### config.mk
export PLATFORM = sky130hd
export DESIGN_NAME = encoder_layer_0_attention_output_dense_bias_sink
export DESIGN_NICKNAME = d
export VERILOG_FILES = /design/src/rtl/encoder_layer_0_attention_output_dense_bias_sink.sv
export SDC_FILE = /design/constraint.sdc
export NUM_CORES = 1
export LEC_CHECK = 0
export ABC_AREA = 1
export CELL_PAD_IN_SITES_DETAIL_PLACEMENT = 1
export CELL_PAD_IN_SITES_GLOBAL_PLACEMENT = 1
export CORE_MARGIN = 3
export CORE_UTILIZATION = 50
export DETAILED_ROUTE_END_ITERATION = 6
export HOLD_SLACK_MARGIN = 0.1
export MAX_ROUTING_LAYER = met4
export PLACE_DENSITY_LB_ADDON = 0.3
export SLEW_MARGIN = 15
export SYNTH_ARGS = -nofsm -noshare
export SYNTH_HDL_FRONTEND = slang
export SYNTH_SLANG_ARGS = --single-unit
### constraint.sdc
create_clock -name clk -period 3 [get_ports clk]
set_input_delay 0.3 -clock clk [delete_from_list [all_inputs] [get_ports clk]]
set_output_delay 0.3 -clock clk [all_outputs]
set_load 0.03 [all_outputs]
### src/rtl/encoder_layer_0_attention_output_dense_bias_sink.sv
// Bias-tensor stream sink: captures IN_DEPTH valid/ready beats, holds them until release_buf,
// and serves a 2-cycle registered read port. Optional running checksum under BIAS_SINK_CHECKSUM_EN.
module encoder_layer_0_attention_output_dense_bias_sink #(
    parameter int unsigned BIAS_TENSOR_SIZE_DIM_0 = 32,
    parameter int unsigned BIAS_TENSOR_SIZE_DIM_1 = 1,
    parameter int unsigned BIAS_PRECISION_0       = 16,
    parameter int unsigned BIAS_PRECISION_1       = 3,
    parameter int unsigned BIAS_PARALLELISM_DIM_0 = 1,
    parameter int unsigned BIAS_PARALLELISM_DIM_1 = 1,
    parameter int unsigned IN_DEPTH = BIAS_TENSOR_SIZE_DIM_0 / BIAS_PARALLELISM_DIM_0,
    localparam int unsigned LANES = BIAS_PARALLELISM_DIM_0 * BIAS_PARALLELISM_DIM_1,
    localparam int unsigned CW    = $clog2(IN_DEPTH) + 1
) (
    input  logic                              clk,
    input  logic                              rst,
    input  logic [BIAS_PRECISION_0-1:0]       data_in [LANES-1:0],
    input  logic                              data_in_valid,
    output logic                              data_in_ready,
    output logic                              full,
    output logic [CW-1:0]                     beat_count,
    input  logic                              release_buf,
    input  logic                              rd_en,
    input  logic [CW-1:0]                     rd_addr,
    output logic [BIAS_PRECISION_0*LANES-1:0] rd_data,
    output logic                              rd_valid
`ifdef BIAS_SINK_CHECKSUM_EN
    ,
    output logic [31:0]                       checksum
`endif
);

    localparam int unsigned W  = BIAS_PRECISION_0 * LANES;
    localparam int unsigned AW = (IN_DEPTH > 1) ? $clog2(IN_DEPTH) : 1;

    if (BIAS_PRECISION_1 > BIAS_PRECISION_0 ||
        BIAS_TENSOR_SIZE_DIM_0 % BIAS_PARALLELISM_DIM_0 != 0 ||
        BIAS_TENSOR_SIZE_DIM_1 % BIAS_PARALLELISM_DIM_1 != 0) begin : g_param_check
        $error("bias sink: inconsistent tensor/precision parameters");
    end

    typedef enum logic {S_FILL, S_FULL} state_t;

    state_t         state;
    state_t         state_d;
    logic           ready_q;
    logic           accept;
    logic [W-1:0]   packed_in;
    logic [W-1:0]   mem [IN_DEPTH];
    logic [W-1:0]   stage0;
    logic           valid0;
    logic           rd_in_range;

    always_comb begin
        packed_in = '0;
        for (int unsigned j = 0; j < LANES; j++) begin
            packed_in[BIAS_PRECISION_0*j +: BIAS_PRECISION_0] = data_in[j];
        end
    end

    always_comb begin
        state_d = state;
        accept  = 1'b0;
        case (state)
            S_FILL: begin
                accept = data_in_valid && ready_q;
                if (accept && beat_count == CW'(IN_DEPTH - 1)) begin
                    state_d = S_FULL;
                end
            end
            S_FULL: begin
                if (release_buf) begin
                    state_d = S_FILL;
                end
            end
            default: state_d = S_FILL;
        endcase
    end

    // ready is registered from the next state so valid never reaches it combinationally
    always_ff @(posedge clk) begin
        if (rst) begin
            state      <= S_FILL;
            ready_q    <= 1'b0;
            beat_count <= '0;
        end else begin
            state   <= state_d;
            ready_q <= (state_d == S_FILL);
            if (accept) begin
                beat_count <= beat_count + CW'(1);
            end else if (state == S_FULL && release_buf) begin
                beat_count <= '0;
            end
        end
    end

    // Buffer contents deliberately survive reset
    always_ff @(posedge clk) begin
        if (accept && !rst) begin
            mem[beat_count[AW-1:0]] <= packed_in;
        end
    end

    assign rd_in_range = (rd_addr < CW'(IN_DEPTH));

    always_ff @(posedge clk) begin
        if (rst) begin
            stage0   <= '0;
            rd_data  <= '0;
            valid0   <= 1'b0;
            rd_valid <= 1'b0;
        end else begin
            valid0   <= rd_en;
            rd_valid <= valid0;
            if (rd_en) begin
                stage0  <= rd_in_range ? mem[rd_addr[AW-1:0]] : '0;
                rd_data <= stage0;
            end
        end
    end

    assign data_in_ready = ready_q;
    assign full          = (state == S_FULL);

`ifdef BIAS_SINK_CHECKSUM_EN
    logic [31:0] lane_sum;

    always_comb begin
        lane_sum = '0;
        for (int unsigned j = 0; j < LANES; j++) begin
            lane_sum = lane_sum + 32'(data_in[j]);
        end
    end

    always_ff @(posedge clk) begin
        if (rst) begin
            checksum <= '0;
        end else if (accept) begin
            checksum <= checksum + lane_sum;
        end else if (state == S_FULL && release_buf) begin
            checksum <= '0;
        end
    end
`else
    // Checksum disabled: no port and no adder.
`endif

endmodule

Word-level counts from Yosys, hierarchy flattened
Memory sizes are Yosys's and may differ from the RTL's.
Cells that the tools add are included.
Widths: inputs -> output; s select.

word-level totals
  register bits after elaboration = 42
  RAM bits = 512
  bits of input ports = 27
  output and inout port bits = 25
  logic and storage cells = 28
  memories kept = 1

operators by class
  add/subtract/negate cells = 1
  $lt $le $gt $ge = 1
  eq/ne operators = 1
  mux-type cells = 9
  bitwise gates (word level) = 2
  reduce and logical (&&, ||, !) cells = 6

memory list
  memory  words  bits a word  read ports  clocked after Yosys merged registers in  wr ports  RTL line  source
  mem     32     16           1           0                                        1         48        logic [W-1:0] mem [IN_DEPTH];

operators with widths
  operator             number
  $mux 16              1
  $mux 6               2
  $add 6x1->6 const B  1
  $eq 6x5->1 const B   1
  $lt 6x6->1 const B   1
  $mux 1               5
  $logic_and 1x1->1    4
  $not 1->1            2
  $pmux 1 s2           1
  $reduce_bool 2->1    1
  $logic_not 1->1      1

Longest topological paths before layout
Gate-level depths: netlist (run 1).

  depth in word-level cells = 5
  gate-level depth with buffers = 12
  mapped depth without buffers = 9

Least setup slack after synthesis (run 1)
Ideal clock, no wire load.

  path type = register to register
  from = register ready_q, in the netlist data_in_ready
  to = memory mem[0][0] (netlist bit) (enable)
  library setup time = 0.388 ns
  arrival = 2.081 ns
  data required time = 2.612 ns
  setup slack = 0.531 ns
  stages on the path, launching flop included = 7
  path buffers = 0
  period minus slack after synthesis = 2.469 ns
  cells stage by stage = dfxtp_1 nand2_1 nor2_1 inv_1 nor2_1 nand2_1 nor2_1

between the ends
  longest elaborated chain between the ends = 5

ends and longest elaborated chain
  what                          RTL line  source
  from (decl)                   45        logic ready_q;
  from (signal assigned)        87        ready_q <= (state_d == S_FILL);
  $logic_and 1x1->1             65        accept = data_in_valid && ready_q;
  $mux 1                        63        case (state)
  $logic_and 1x1->1             98        if (accept && !rst) begin
  $mux 1                        98
  $mux 1 (not written as such)  99        mem[beat_count[AW-1:0]] <= packed_in;
  to (decl)                     48

No other way between the ends.

Worst setup path in the final report (run 1)
  from = register beat_count[2]
  to = memory mem[31][12] (netlist bit) (enable)

RTL lines
  what                    RTL line  source
  from (decl)             20        output logic [CW-1:0] beat_count,
  from (signal assigned)  89        beat_count <= beat_count + CW'(1);

No word-level cell before the write port.

==> results of run 1 <==
==> worst max-delay path, stage by stage (launching register included) <==
cell     delay [ns]
dfxtp_1        0.46
inv_1          0.18
nor3_1         0.59
inv_1          0.23
nor2_1         0.18
buf_4          0.26
==> final cells by class <==
cell class	instances	area, um^2
fill	4561	18600
sequential	554	16220
multi-input combinational	1298	5450
clock buffer	67	1473
timing repair buffer	132	1202
tap	592	740.7
clock inverter	37	546.8
inverter	19	78.83
antenna	4	10.01
==> Yosys cell counts <==
cell type    n  area share (%)
dfxtp_1     42             3.7
nor4_1       1           0.028
ha_1         4            0.22
nor3_1       2           0.044
buf_4       29            0.97
buf_1       11            0.18
inv_2        2           0.033
a21oi_1     19            0.42
o21ai_0     19            0.42
inv_1       16            0.27
clkbuf_1    34            0.57
buf_12       1           0.089
nand3_1    375             8.3
edfxtp_1   512              68
a311oi_1     1           0.039
inv_6        1           0.039
a22oi_1      1           0.033
nand4_1      1           0.028
buf_8        1           0.067
buf_6       24             1.2
nor2_1      74             1.2
buf_2       19            0.42
a211oi_1     1           0.033
nand2_1    799              13
a32o_1       1           0.044
==> cell families after synthesis <==
kind of cell / Yosys count / share of synthesized area, %
flops: 554 / 71.98
buf+inv: 138 / 3.832
compound gates: 42 / 0.9941
fa+ha+maj: 4 / 0.2222
simple gates: 1252 / 22.98
==> metrics by stage <==
stage / worst slack, ns / std cells / power, uW / area (um^2)
6_report: 0.7777 / 2703 / 17230 / 25720
5_1_grt: 0.6844 / 2699 / 17700 / 25710
4_1_cts: 0.7687 / 2699 / 17300 / 25710
3_5_place_dp: 0.6160 / 2595 / 9737 / 23690
3_3_place_gp: 0.6850 / 2595 / 9703 / 23690
2_1_floorplan: 0.5307 / 1990 / 9241 / 22530
==> state kept, by name (all words and copies together), names as in the netlist <==
name	count
mem	512
rd_data	16
stage0	16
beat_count	6
data_in_ready	1
full	1
rd_valid	1
valid0	1
==> worst max-delay path by stage <==
stage                        from          end  slack, ns  cells after the start
finish              beat_count[2]  mem[31][12]       0.78                      5
global route        beat_count[2]   mem[31][0]       0.68                      5
CTS                 beat_count[2]   mem[31][0]       0.77                      5
detailed placement  data_in_valid   mem[7][14]       0.62                      9
global placement    data_in_valid  mem[18][12]       0.68                      9
floorplan           data_in_ready    mem[0][0]       0.53                      6
==> power by group <==
part	internal (uW)	switching (uW)	leakage [uW]
clock network	4630	3000	0.000980
registers	8460	23.7	0.00495
logic	282	821	0.00360
total	13400	3850	0.00952
==> layer usage <==
layer | GRT usage [%] | part of all wire [%] | up-vias
met3 | 4.255 | 6.8 | 160
met2 | 49.52 | 50 | 611
li1 | - | - | 7008
met4 | 12.09 | 4.0 | 0
met1 | 37.91 | 39 | 7833
met5 | - | 0 | -
==> results.yml, run 1 <==
sta:
  finalSetupTns_ns: 0
  slew_headroom_pct: 46.15
  drv_slew: 0
  rsz0062_at_grt: "no"
  hold_viol_final: 0
  worst_slew_pin_slew_ns: 0.8077
  fmaxAchievable_mhz: 450.0
  layout_min_cycle_time_ns: 2.222
  skew_ns: 0.02797
  fin_crit_sh_pct: 74.08
  fin_hold_ws_ns: 0.4541
  setup_viol: 0
logic_synthesis:
  netlist_area_um2: 22530
  yosys_warnings: 0
  ys_seq_area_share_pct: 71.98
  syn_area_per_cell_um2: 11.32
  postSynthCellCount: 1990
  yosys.cell_types.count: 25
  synth-seq-cells: 554
  synth_nets: 2021
clock_network:
  clockRootBuffer: "clkbuf_16"
  cts_resized: 0
  cts.sinks: 554
  clock_latency_ns: 0.63
  cts_hold_buf: 0
  cts_setup_buffers: 0
  path_clk_slew_ns: 0.06
  cts_tree: "done"
  cts_buffer_depth: 3
  cts_made_buffers: 56
  htree_levels: 2
floorplan:
  core_um2: 44320
  fp-row-count: 77
  design.portCount: 52
  start_util_pct: 50.84
  die_h_um: 218.3
  dieArea_um2: 47640
  fp.dieW_um: 218.3
min_path:
  holdPathEnd: "beat_count[0]"
  hp-class: "primary input to flip-flop"
  min_path_cells: 5
  hold_path_startpoint: "data_in_valid"
setup_path:
  cp_max_fo: 16
  criticalPathCategory: "flip-flop to flip-flop"
  worst_r2r_path_depth: 5
  timing.rr.start: "beat_count[2]"
  cp-end-kind: "flip-flop"
  r2r_setup_slack_ns: 0.78
  cp_data_arrival_time_ns: 2.52
  r2r-end: "mem[31][12]"
  critPathLaunchType: "flip-flop"
  required_ns: 3.30
routing:
  post-route-drc-count: 0
  drt_iter0_drc: 1371
  wl_per_cell_um: 25.34
  vias_per_cell: 5.776
  drt-total-wl_um: 68500
  first_pass_iters: 5
  num_vias: 15612
  antenna_left: 0
grt:
  grt.overflow.total: 0
  grt_pass1_vias: 16291
  grt_pass1_wl_um: 101600
  antenna_found_initial: 2
  grt_max_degree: 182
  grtUsageTotal_pct: 30.05
placement:
  io_buffers: 51
  place.gp.congestion: 0.9381
  place_hpwl_um: 42500
layout:
  final_cell_mix: "799 x nand2_1, 512 x edfxtp_1, 375 x nand3_1"
  final_util_pct: 58.03
  drive_above_1_share_pct: 8.258
  syn_to_final_growth_pct: 14.15
  final_common_cell: "nand2_1"
  nets: 2092
run_status:
  status: "completed"
power:
  power.leakage_uw: 0.009522
  powerDensity_nw_per_um2: 669.8
  peakVddDrop_mv: 0.7015
job:
  max_cap_violations: 0
Power figures use the tool's default switching activity.
==> run 2, diff against run 1 <==
Clock period 3 ns to 2.1 ns, I/O delays scaled along.
==> run 2 against run 1 <==
Effect of this change:
- highest routed layer unchanged
- non-clock buffer count up 13
- clock power up 27%
- first-iteration DRC count increased by 52%
- flip-flop and latch count stayed put
==> results.yml, run 2 (synthesis gave the netlist of run 1 again) <==
sta:
  finalSetupTns_ns: 0
  drv_slew: 0
  setup_viol: 0
  layout_min_cycle_time_ns: 2.032
  rsz0062_at_grt: "no"
  skew_ns: 0.01366
  worst_slew_pin_slew_ns: 0.5923
  fmaxAchievable_mhz: 492.2
  fin_crit_sh_pct: 96.74
  setup_ws_ns: 0.06845
  hold_viol_final: 0
  slew_headroom_pct: 60.42
floorplan:
  fp-row-count: 77
  die_h_um: 218.3
  core_um2: 44320
  dieArea_um2: 47640
  fp.dieW_um: 218.3
  start_util_pct: 50.84
  design.portCount: 52
clock_network:
  cts_tree: "done"
  cts_made_buffers: 56
  cts_hold_buf: 0
  htree_levels: 2
  cts_resized: 0
  cts.sinks: 554
  clockRootBuffer: "clkbuf_16"
  path_clk_slew_ns: 0.06
  cts_setup_buffers: 0
  clock_latency_ns: 0.61
  cts_buffer_depth: 3
grt:
  grt.overflow.total: 0
  grt_pass1_vias: 16168
  antenna_found_initial: 2
  grt_pass1_wl_um: 103000
  grt_max_degree: 89
  grtUsageTotal_pct: 30.14
power:
  clkPwrFrac_pct: 41.3
  p_int_uw: 18110
  power.switching_uw: 5419
  power_frac_comb_pct: 7.2
  powerDensity_nw_per_um2: 886.6
  p_sw_share_pct: 23.03
  p_seq_share_pct: 51.5
  peakVddDrop_mv: 0.8142
  power.leakage_uw: 0.009728
routing:
  post-route-drc-count: 0
  num_vias: 15710
  vias_per_cell: 5.795
  first_pass_iters: 7
  antenna_left: 0
  wl_per_cell_um: 25.23
  drt-total-wl_um: 68410
  drt_iter0_drc: 2087
min_path:
  hold_path_startpoint: "release_buf"
  hp-class: "primary input to flip-flop"
layout:
  nets: 2105
  final_cell_mix: "795 x nand2_1, 512 x edfxtp_1, 375 x nand3_1"
  final_util_pct: 59.90
  fill_cells: 4508
  multi_input_area_um2: 5731
  final_common_cell: "nand2_1"
  seq_area_um2: 16220
  instances_no_fill: 2711
  num_antenna_cells: 0
  drive_above_1_share_pct: 10.34
  syn_to_final_growth_pct: 17.82
  largest_reg_flops: 512
setup_path:
  required_ns: 1.89
  worst_r2r_path_depth: 8
  cp_data_arrival_time_ns: 1.82
  cp_max_fo: 9
  timing.rr.start: "data_in_ready"
  criticalPathCategory: "flip-flop to output port"
  critPathLaunchType: "flip-flop"
  cp-endpoint: "beat_count[3]"
  critPathLaunch: "beat_count[3]"
  r2r-end: "mem[17][6]"
  cp-end-kind: "output port"
  r2r_setup_slack_ns: 0.27
placement:
  dp_slack_ns: -0.04602
  place_hpwl_um: 42550
  place_inst: 2608
  io_buffers: 51
  place.gp.congestion: 0.9443
run_status:
  status: "completed"
job:
  max_cap_violations: 0
## run 2: critical path, cell delays in order, from the launching register on
cell and delay (ns):
dfxtp_1 0.34, buf_4 0.17, clkdlybuf4s50_1 0.69
## run 2: worst min path at each step
stage | cells after the start | slack, ns | to
floorplan | 0 | 0.31 | mem[0][0]
global placement | 2 | 0.40 | rd_valid
detailed placement | 2 | 0.42 | rd_valid
CTS | 4 | 0.31 | beat_count[5]
global route | 4 | 0.38 | beat_count[5]
finish | 4 | 0.35 | beat_count[5]
## run 2: cell type report
cell class	count	share of cell area (%)
Tap cell	592	2.790
Multi-Input combinational cell	1298	21.59
Timing Repair Buffer	145	7.537
Sequential cell	554	61.09
Clock buffer	69	5.661
Clock inverter	34	1.028
Inverter	19	0.3064
## run 2: power groups by stage
stage / combinational [uW] / sequential [uW] / clock [uW]
2_1_floorplan: 823 / 12400 / 0
3_3_place_gp: 1600 / 12400 / 0
3_5_place_dp: 1660 / 12400 / 0
4_1_cts: 1670 / 12100 / 9830
5_1_grt: 1810 / 12100 / 10300
6_report: 1690 / 12100 / 9720
## run 2: layer usage
layer	up-vias	wire length [um]	GRT usage [%]	part of all wire, %
met3	109	5784	3.949	8.5
li1	7026	-	-	-
met2	682	31970	46.22	47
met5	-	0	-	0
met1	7893	28860	42.90	42
met4	0	1793	8.567	2.6
## run 2: per-stage QoR
stage	total power [uW]	cell area, um^2	hold WS (ns)
finish	23530	26540	0.3520
global route	24240	26540	0.3793
CTS	23630	26540	0.3071
detailed placement	14010	24770	0.4153
global placement	13950	24770	0.3961
floorplan	13220	22810	0.3089
==> run 3, diff against run 2 <==
Settings changed: TNS_END_PERCENT set to 30.
==> results of run 3 <==
Final layout, timing and power as in run 2 (identical DEF).
